File: config.mk
export PLATFORM = sky130hd
export DESIGN_NAME = ifetch_unit
export DESIGN_NICKNAME = d
export VERILOG_FILES = /design/src/rtl/ifetch_unit_pkg.sv /design/src/rtl/ifetch_fifo.sv /design/src/rtl/ifetch_unit.sv
export SDC_FILE = /design/constraint.sdc
export NUM_CORES = 1
export LEC_CHECK = 0
export BUFFER_PORTS_ARGS = -buffer_cell sky130_fd_sc_hd__buf_2
export CAP_MARGIN = 20
export CORE_ASPECT_RATIO = 0.75
export CORE_MARGIN = 4
export CORE_UTILIZATION = 44
export CTS_CLUSTER_DIAMETER = 50
export DETAILED_ROUTE_END_ITERATION = 10
export SLEW_MARGIN = 30
export SYNTH_ARGS = -nofsm -noshare
export SYNTH_HDL_FRONTEND = slang
export SYNTH_SLANG_ARGS = --single-unit
File: constraint.sdc
create_clock -name clk -period 6.15 [get_ports clk]
set_input_delay 0.615 -clock clk [delete_from_list [all_inputs] [get_ports clk]]
set_output_delay 0.615 -clock clk [all_outputs]
set_load 0.02 [all_outputs]
File: src/rtl/ifetch_unit_pkg.sv
// Shared definitions for the instruction fetch stage: fetch FSM states,
// instruction word width and the bubble instruction shown while the buffer is empty.
package ifetch_unit_pkg;

  localparam int WORD_WIDTH = 32;

  // addi x0, x0, 0
  localparam logic [WORD_WIDTH-1:0] INSTR_NOP = 32'h0000_0013;

  typedef enum logic [1:0] {
    IF_REQ  = 2'd0,
    IF_WAIT = 2'd1,
    IF_DROP = 2'd2
  } ifState_t;

endpackage

File: src/rtl/ifetch_fifo.sv
// Synchronous FIFO holding fetched {instruction, pc} pairs; flush empties it in one cycle.
// DEPTH must be a power of two so the pointers wrap naturally.
module ifetch_fifo #(
  parameter int WIDTH = 64,
  parameter int DEPTH = 4
) (
  input  logic             clk,
  input  logic             rst,
  input  logic             push,
  input  logic             pop,
  input  logic             flush,
  input  logic [WIDTH-1:0] pushData,
  output logic [WIDTH-1:0] headData,
  output logic             full,
  output logic             empty
);

  localparam int PTR_W = (DEPTH > 1) ? $clog2(DEPTH) : 1;
  localparam int CNT_W = PTR_W + 1;

  logic [WIDTH-1:0] mem [DEPTH];
  logic [PTR_W-1:0] rdPtr;
  logic [PTR_W-1:0] wrPtr;
  logic [CNT_W-1:0] count;
  logic             doPush;
  logic             doPop;

  assign full     = (count == CNT_W'(DEPTH));
  assign empty    = (count == '0);
  assign doPop    = pop && !empty;
  // A write into a full buffer is legal when the head leaves in the same cycle
  assign doPush   = push && (!full || doPop);
  assign headData = mem[rdPtr];

  always_ff @(posedge clk) begin
    if (rst || flush) begin
      rdPtr <= '0;
      wrPtr <= '0;
      count <= '0;
    end else begin
      if (doPush) wrPtr <= wrPtr + PTR_W'(1);
      if (doPop)  rdPtr <= rdPtr + PTR_W'(1);
      case ({doPush, doPop})
        2'b10:   count <= count + CNT_W'(1);
        2'b01:   count <= count - CNT_W'(1);
        default: count <= count;
      endcase
    end
  end

  always_ff @(posedge clk) begin
    if (doPush && !rst && !flush) mem[wrPtr] <= pushData;
  end

endmodule

File: src/rtl/ifetch_unit.sv
// Instruction fetch stage: owns the PC, reads imem over req/gnt/rvalid, buffers results.
// Define IFETCH_PERF_EN to add the perf_fetch_cnt / perf_stall_cnt counters.
module ifetch_unit
  import ifetch_unit_pkg::*;
#(
  parameter int                    ADDR_WIDTH = 32,
  parameter logic [ADDR_WIDTH-1:0] RESET_PC   = '0,
  parameter int                    FIFO_DEPTH = 4
) (
  input  logic                  clk,
  input  logic                  rst,
  output logic                  imem_req,
  output logic [ADDR_WIDTH-1:0] imem_addr,
  input  logic                  imem_gnt,
  input  logic                  imem_rvalid,
  input  logic [WORD_WIDTH-1:0] imem_rdata,
  input  logic                  redirect_valid,
  input  logic [ADDR_WIDTH-1:0] redirect_pc,
  output logic                  out_valid,
  input  logic                  out_ready,
  output logic [WORD_WIDTH-1:0] out_instr,
  output logic [ADDR_WIDTH-1:0] out_pc,
  output logic [ADDR_WIDTH-1:0] out_pc4
`ifdef IFETCH_PERF_EN
  ,
  output logic [31:0]           perf_fetch_cnt,
  output logic [31:0]           perf_stall_cnt
`endif
);

  localparam int ENTRY_W = WORD_WIDTH + ADDR_WIDTH;

  ifState_t              state;
  ifState_t              nextState;
  logic [ADDR_WIDTH-1:0] fetchPc;
  logic [ADDR_WIDTH-1:0] nextFetchPc;
  logic [ADDR_WIDTH-1:0] pendPc;
  logic                  pushEn;
  logic                  flushEn;
  logic                  fifoFull;
  logic                  fifoEmpty;
  logic                  popFire;
  logic                  grantFire;
  logic                  canIssue;
  logic [ENTRY_W-1:0]    headData;
  logic [WORD_WIDTH-1:0] headInstr;
  logic [ADDR_WIDTH-1:0] headPc;

  ifetch_fifo #(
    .WIDTH(ENTRY_W),
    .DEPTH(FIFO_DEPTH)
  ) uFifo (
    .clk      (clk),
    .rst      (rst),
    .push     (pushEn),
    .pop      (popFire),
    .flush    (flushEn),
    .pushData ({imem_rdata, pendPc}),
    .headData (headData),
    .full     (fifoFull),
    .empty    (fifoEmpty)
  );

  assign {headInstr, headPc} = headData;

  assign out_valid = !fifoEmpty && !rst;
  assign out_pc    = headPc;
  assign out_pc4   = headPc + ADDR_WIDTH'(4);
  assign out_instr = out_valid ? headInstr : INSTR_NOP;
  assign popFire   = out_valid && out_ready;

  // A pop in this cycle frees a slot, so a full buffer may request immediately
  assign canIssue  = !fifoFull || popFire;
  assign imem_req  = (state == IF_REQ) && canIssue && !rst;
  assign imem_addr = fetchPc;
  assign grantFire = imem_req && imem_gnt;

  // A redirect flushes the buffer and steers the FSM toward dropping any response
  // still owed by memory; if that response arrives in the redirect cycle itself it
  // is swallowed immediately and the FSM goes straight back to requesting.
  always_comb begin
    nextState   = state;
    nextFetchPc = fetchPc;
    pushEn      = 1'b0;
    flushEn     = 1'b0;
    if (redirect_valid) begin
      flushEn     = 1'b1;
      nextFetchPc = {redirect_pc[ADDR_WIDTH-1:2], 2'b00};
      case (state)
        IF_REQ:           nextState = grantFire ? IF_DROP : IF_REQ;
        IF_WAIT, IF_DROP: nextState = imem_rvalid ? IF_REQ : IF_DROP;
        default:          nextState = IF_REQ;
      endcase
    end else begin
      case (state)
        IF_REQ: begin
          if (grantFire) begin
            nextState   = IF_WAIT;
            nextFetchPc = fetchPc + ADDR_WIDTH'(4);
          end
        end
        IF_WAIT: begin
          if (imem_rvalid) begin
            pushEn    = 1'b1;
            nextState = IF_REQ;
          end
        end
        IF_DROP: begin
          if (imem_rvalid) nextState = IF_REQ;
        end
        default: nextState = IF_REQ;
      endcase
    end
  end

  always_ff @(posedge clk) begin
    if (rst) begin
      state   <= IF_REQ;
      fetchPc <= RESET_PC;
      pendPc  <= RESET_PC;
    end else begin
      state   <= nextState;
      fetchPc <= nextFetchPc;
      if (grantFire) pendPc <= fetchPc;
    end
  end

`ifdef IFETCH_PERF_EN
  // Only words actually written into the buffer count as fetched
  always_ff @(posedge clk) begin
    if (rst) begin
      perf_fetch_cnt <= '0;
      perf_stall_cnt <= '0;
    end else begin
      if (pushEn)     perf_fetch_cnt <= perf_fetch_cnt + 32'd1;
      if (!out_valid) perf_stall_cnt <= perf_stall_cnt + 32'd1;
    end
  end
`endif

endmodule

==> results_dict.tcl <==
set metrics [dict create \
    syn_to_final_growth_pct 18.71 \
    hpwl_um 19960 \
    slew_viol_final 0 \
    yosys_warnings 0 \
    max_stage_delay_ns 0.76 \
    core_area_mm2 0.02939 \
    grt-ovfl-total 0 \
    fin_crit_ns 4.347 \
    placed_area_mm2 0.01464 \
    leakage_nw 5.631 \
    ant_nets 0 \
    start_util_pct 45.21 \
    cts_buffers 34 \
    grt_pass1_vias 7762 \
    path_delay_family "simple AND/OR/NAND/NOR gates" \
    worst_pin_slew_ns 0.8574 \
    slowest_stage "dfxtp_4" \
    hold_viol 0 \
    cts_hold_buf 0 \
    synth_common_cells "edfxtp_1, dfxtp_1, nand2_1" \
    vdd_drop_max_mv 0.1779 \
    async_flop_share_pct 0 \
    core.rowCount 54 \
    yosysTopAreaCell "edfxtp_1" \
    final_cells 1469 \
    die_x_um 208.7 \
    post-route-drc-count 0 \
    startpoint_type "flop" \
    crit_type "flop to output pin" \
    dp_cells 1408 \
    synth.avg_cell_area_um2 15.42 \
    die_y_um 158.5 \
    synth_cell_types 53 \
    ys_ff_latch 319 \
    n_antenna_cell 0 \
    clkSlewWorstSetupHoldPaths_ns 0.06 \
    cp.required_ns 5.53 \
    grt_antenna_before_repair 2 \
    grt_max_degree 63 \
    synth_edf_count 248 \
    p_per_area_mw_per_mm2 289.0 \
    fill_cells 2479 \
    path_cells "mux4_1, and3_1, nand4bb_1, nor4_1, xor2_1, buf_2" \
    drt_iter0_drc 518 \
    via_per_inst 5.368 \
    ys_seq_area_share_pct 66.74 \
    status "complete, no violations" \
    cts.path.max_buffers 3 \
    place.gp.congestion 0.7938 \
    io_pins 200 \
    fin_setup_tns_ns 0 \
    drive_gt1_share_pct 30.27 \
    post-route-period-util_pct 70.68 \
    dr_total_vias 7885 \
    timing.fmax_mhz 230.1 \
    finClkSkew_ns 0.01872 \
    slew_headroom_pct 42.75 \
    io_buffers 191 \
    cts_sinks 319 \
    synthCells 862 \
    die_area_mm2 0.03307 \
    tritoncts "yes" \
    cp.buffers_inverters 1 \
    finalSetupViolations 0 \
    cts_setup_buffers 0 \
    synthMostInstantiatedCell "edfxtp_1" \
    timing.hold.ws_ns 0.3308 \
    endpoint_kind "output pin" \
    drt_wl_total_um 30610 \
    rsz0062_at_grt "no" \
    dr.pass1.iters 5 \
    netlist_area_mm2 0.01329 \
    wl_per_cell_um 20.84 \
    cp_max_fo 34 \
    drv_cap 0 \
    dp_worst_setup_slack_ns 2.163 \
    fin_area_mm2 0.01577 \
    ctsResizeCount 0 \
    grt_pass1_wl_um 46440 \
    crit_arrival_ns 3.73 \
    final_nets 1134 \
    worst_slack_ns 1.803 \
    cts_root_buf "clkbuf_16" \
    synth.top_cell.area_share_pct 56.05 \
    synth.area.top_cells "edfxtp_1, dfxtp_1, mux4_2, mux4_1, xnor2_1" \
    min_path_type "primary input to flop" \
    synth_flop_cell "edfxtp_1" \
    track_usage_pct 18.13 \
    worstSkewPairLatency_ns 0.50 \
    htreeDepth 2 \
]
## cells in the final DEF (no fill, tap or decap), types with 15 or more instances in the layout
master     instances
edfxtp_1         248
nand2b_1          27
inv_1             21
xnor2_1           28
xor2_1            21
nand2_1           54
nor2_1            45
o21ai_0           36
clkbuf_16         35
nand3_1           19
buf_2            191
dfxtp_1           69
and2_1            34
a211oi_1          15
mux4_2            50
## cells by family after synthesis
group,Yosys count,synth area share (%)
flops,319,66.74
fa+ha+maj,11,1.092
compound gates,83,3.983
mux,64,11.02
other cells,1,0.02822
buf+inv,72,2.599
xor+xnor,49,3.230
simple gates,263,11.31
## worst paths after layout
path | start | slack (ns) | end | depth (start not counted)
max | flop | 1.80 | out_pc4[23] | 6
min | imem_rdata[4] | 0.33 | uFifo.mem[3][36] | 1
max reg2reg | state[0] | 3.49 | imem_addr[21] | 7
min reg2reg | pendPc[4] | 0.51 | uFifo.mem[2][4] | 0
## worst register-to-register path, cell delays in order, from the launching register on
cell	delay, ns
dfxtp_1	0.35
inv_1	0.07
ha_1	0.20
and3b_1	0.23
nand3_1	0.37
or3_1	0.64
or4_1	0.44
a311oi_1	0.27
## routing by layer
metal	GRT usage, %	share of wire (%)	routed length (um)	vias to the layer above
li1	-	-	-	3672
met1	27.13	47	14250	3930
met2	27.60	45	13730	237
met3	3.742	6.7	2048	44
met4	4.441	1.9	567	2
met5	0	0.042	13	-
## cell type report
class | count | area (um^2) | area share [%]
timing repair buffer | 200 | 1094 | 6.933
sequential | 319 | 8876 | 56.27
clock buffer | 42 | 942.2 | 5.973
multi-input combinational | 476 | 4118 | 26.10
inverter | 22 | 82.58 | 0.5235
clock inverter | 18 | 171.4 | 1.087
tap | 392 | 490.5 | 3.109
## registers in the layout, indices dropped and copies added, names as in the netlist, named ones only
name         cells
uFifo.count      3
uFifo.mem      248
state            2
uFifo.wrPtr      2
imem_addr       30
uFifo.rdPtr      2
pendPc          30
## metrics by stage
step	power (W)	util, %
floorplan	0.002504	-
global placement	0.002579	49.51
detailed placement	0.002582	49.81
CTS	0.004614	53.60
global route	0.004723	53.67
finish	0.004559	53.67
## report_power, final
group	leakage (nW)	total (W)	switching (W)	internal, W
combinational	2.17	0.000147	0.0000923	0.0000550
clock	0.536	0.00202	0.000809	0.00121
sequential	2.92	0.00239	0.0000444	0.00234
Note: power is estimated with default switching activity, not from simulation.
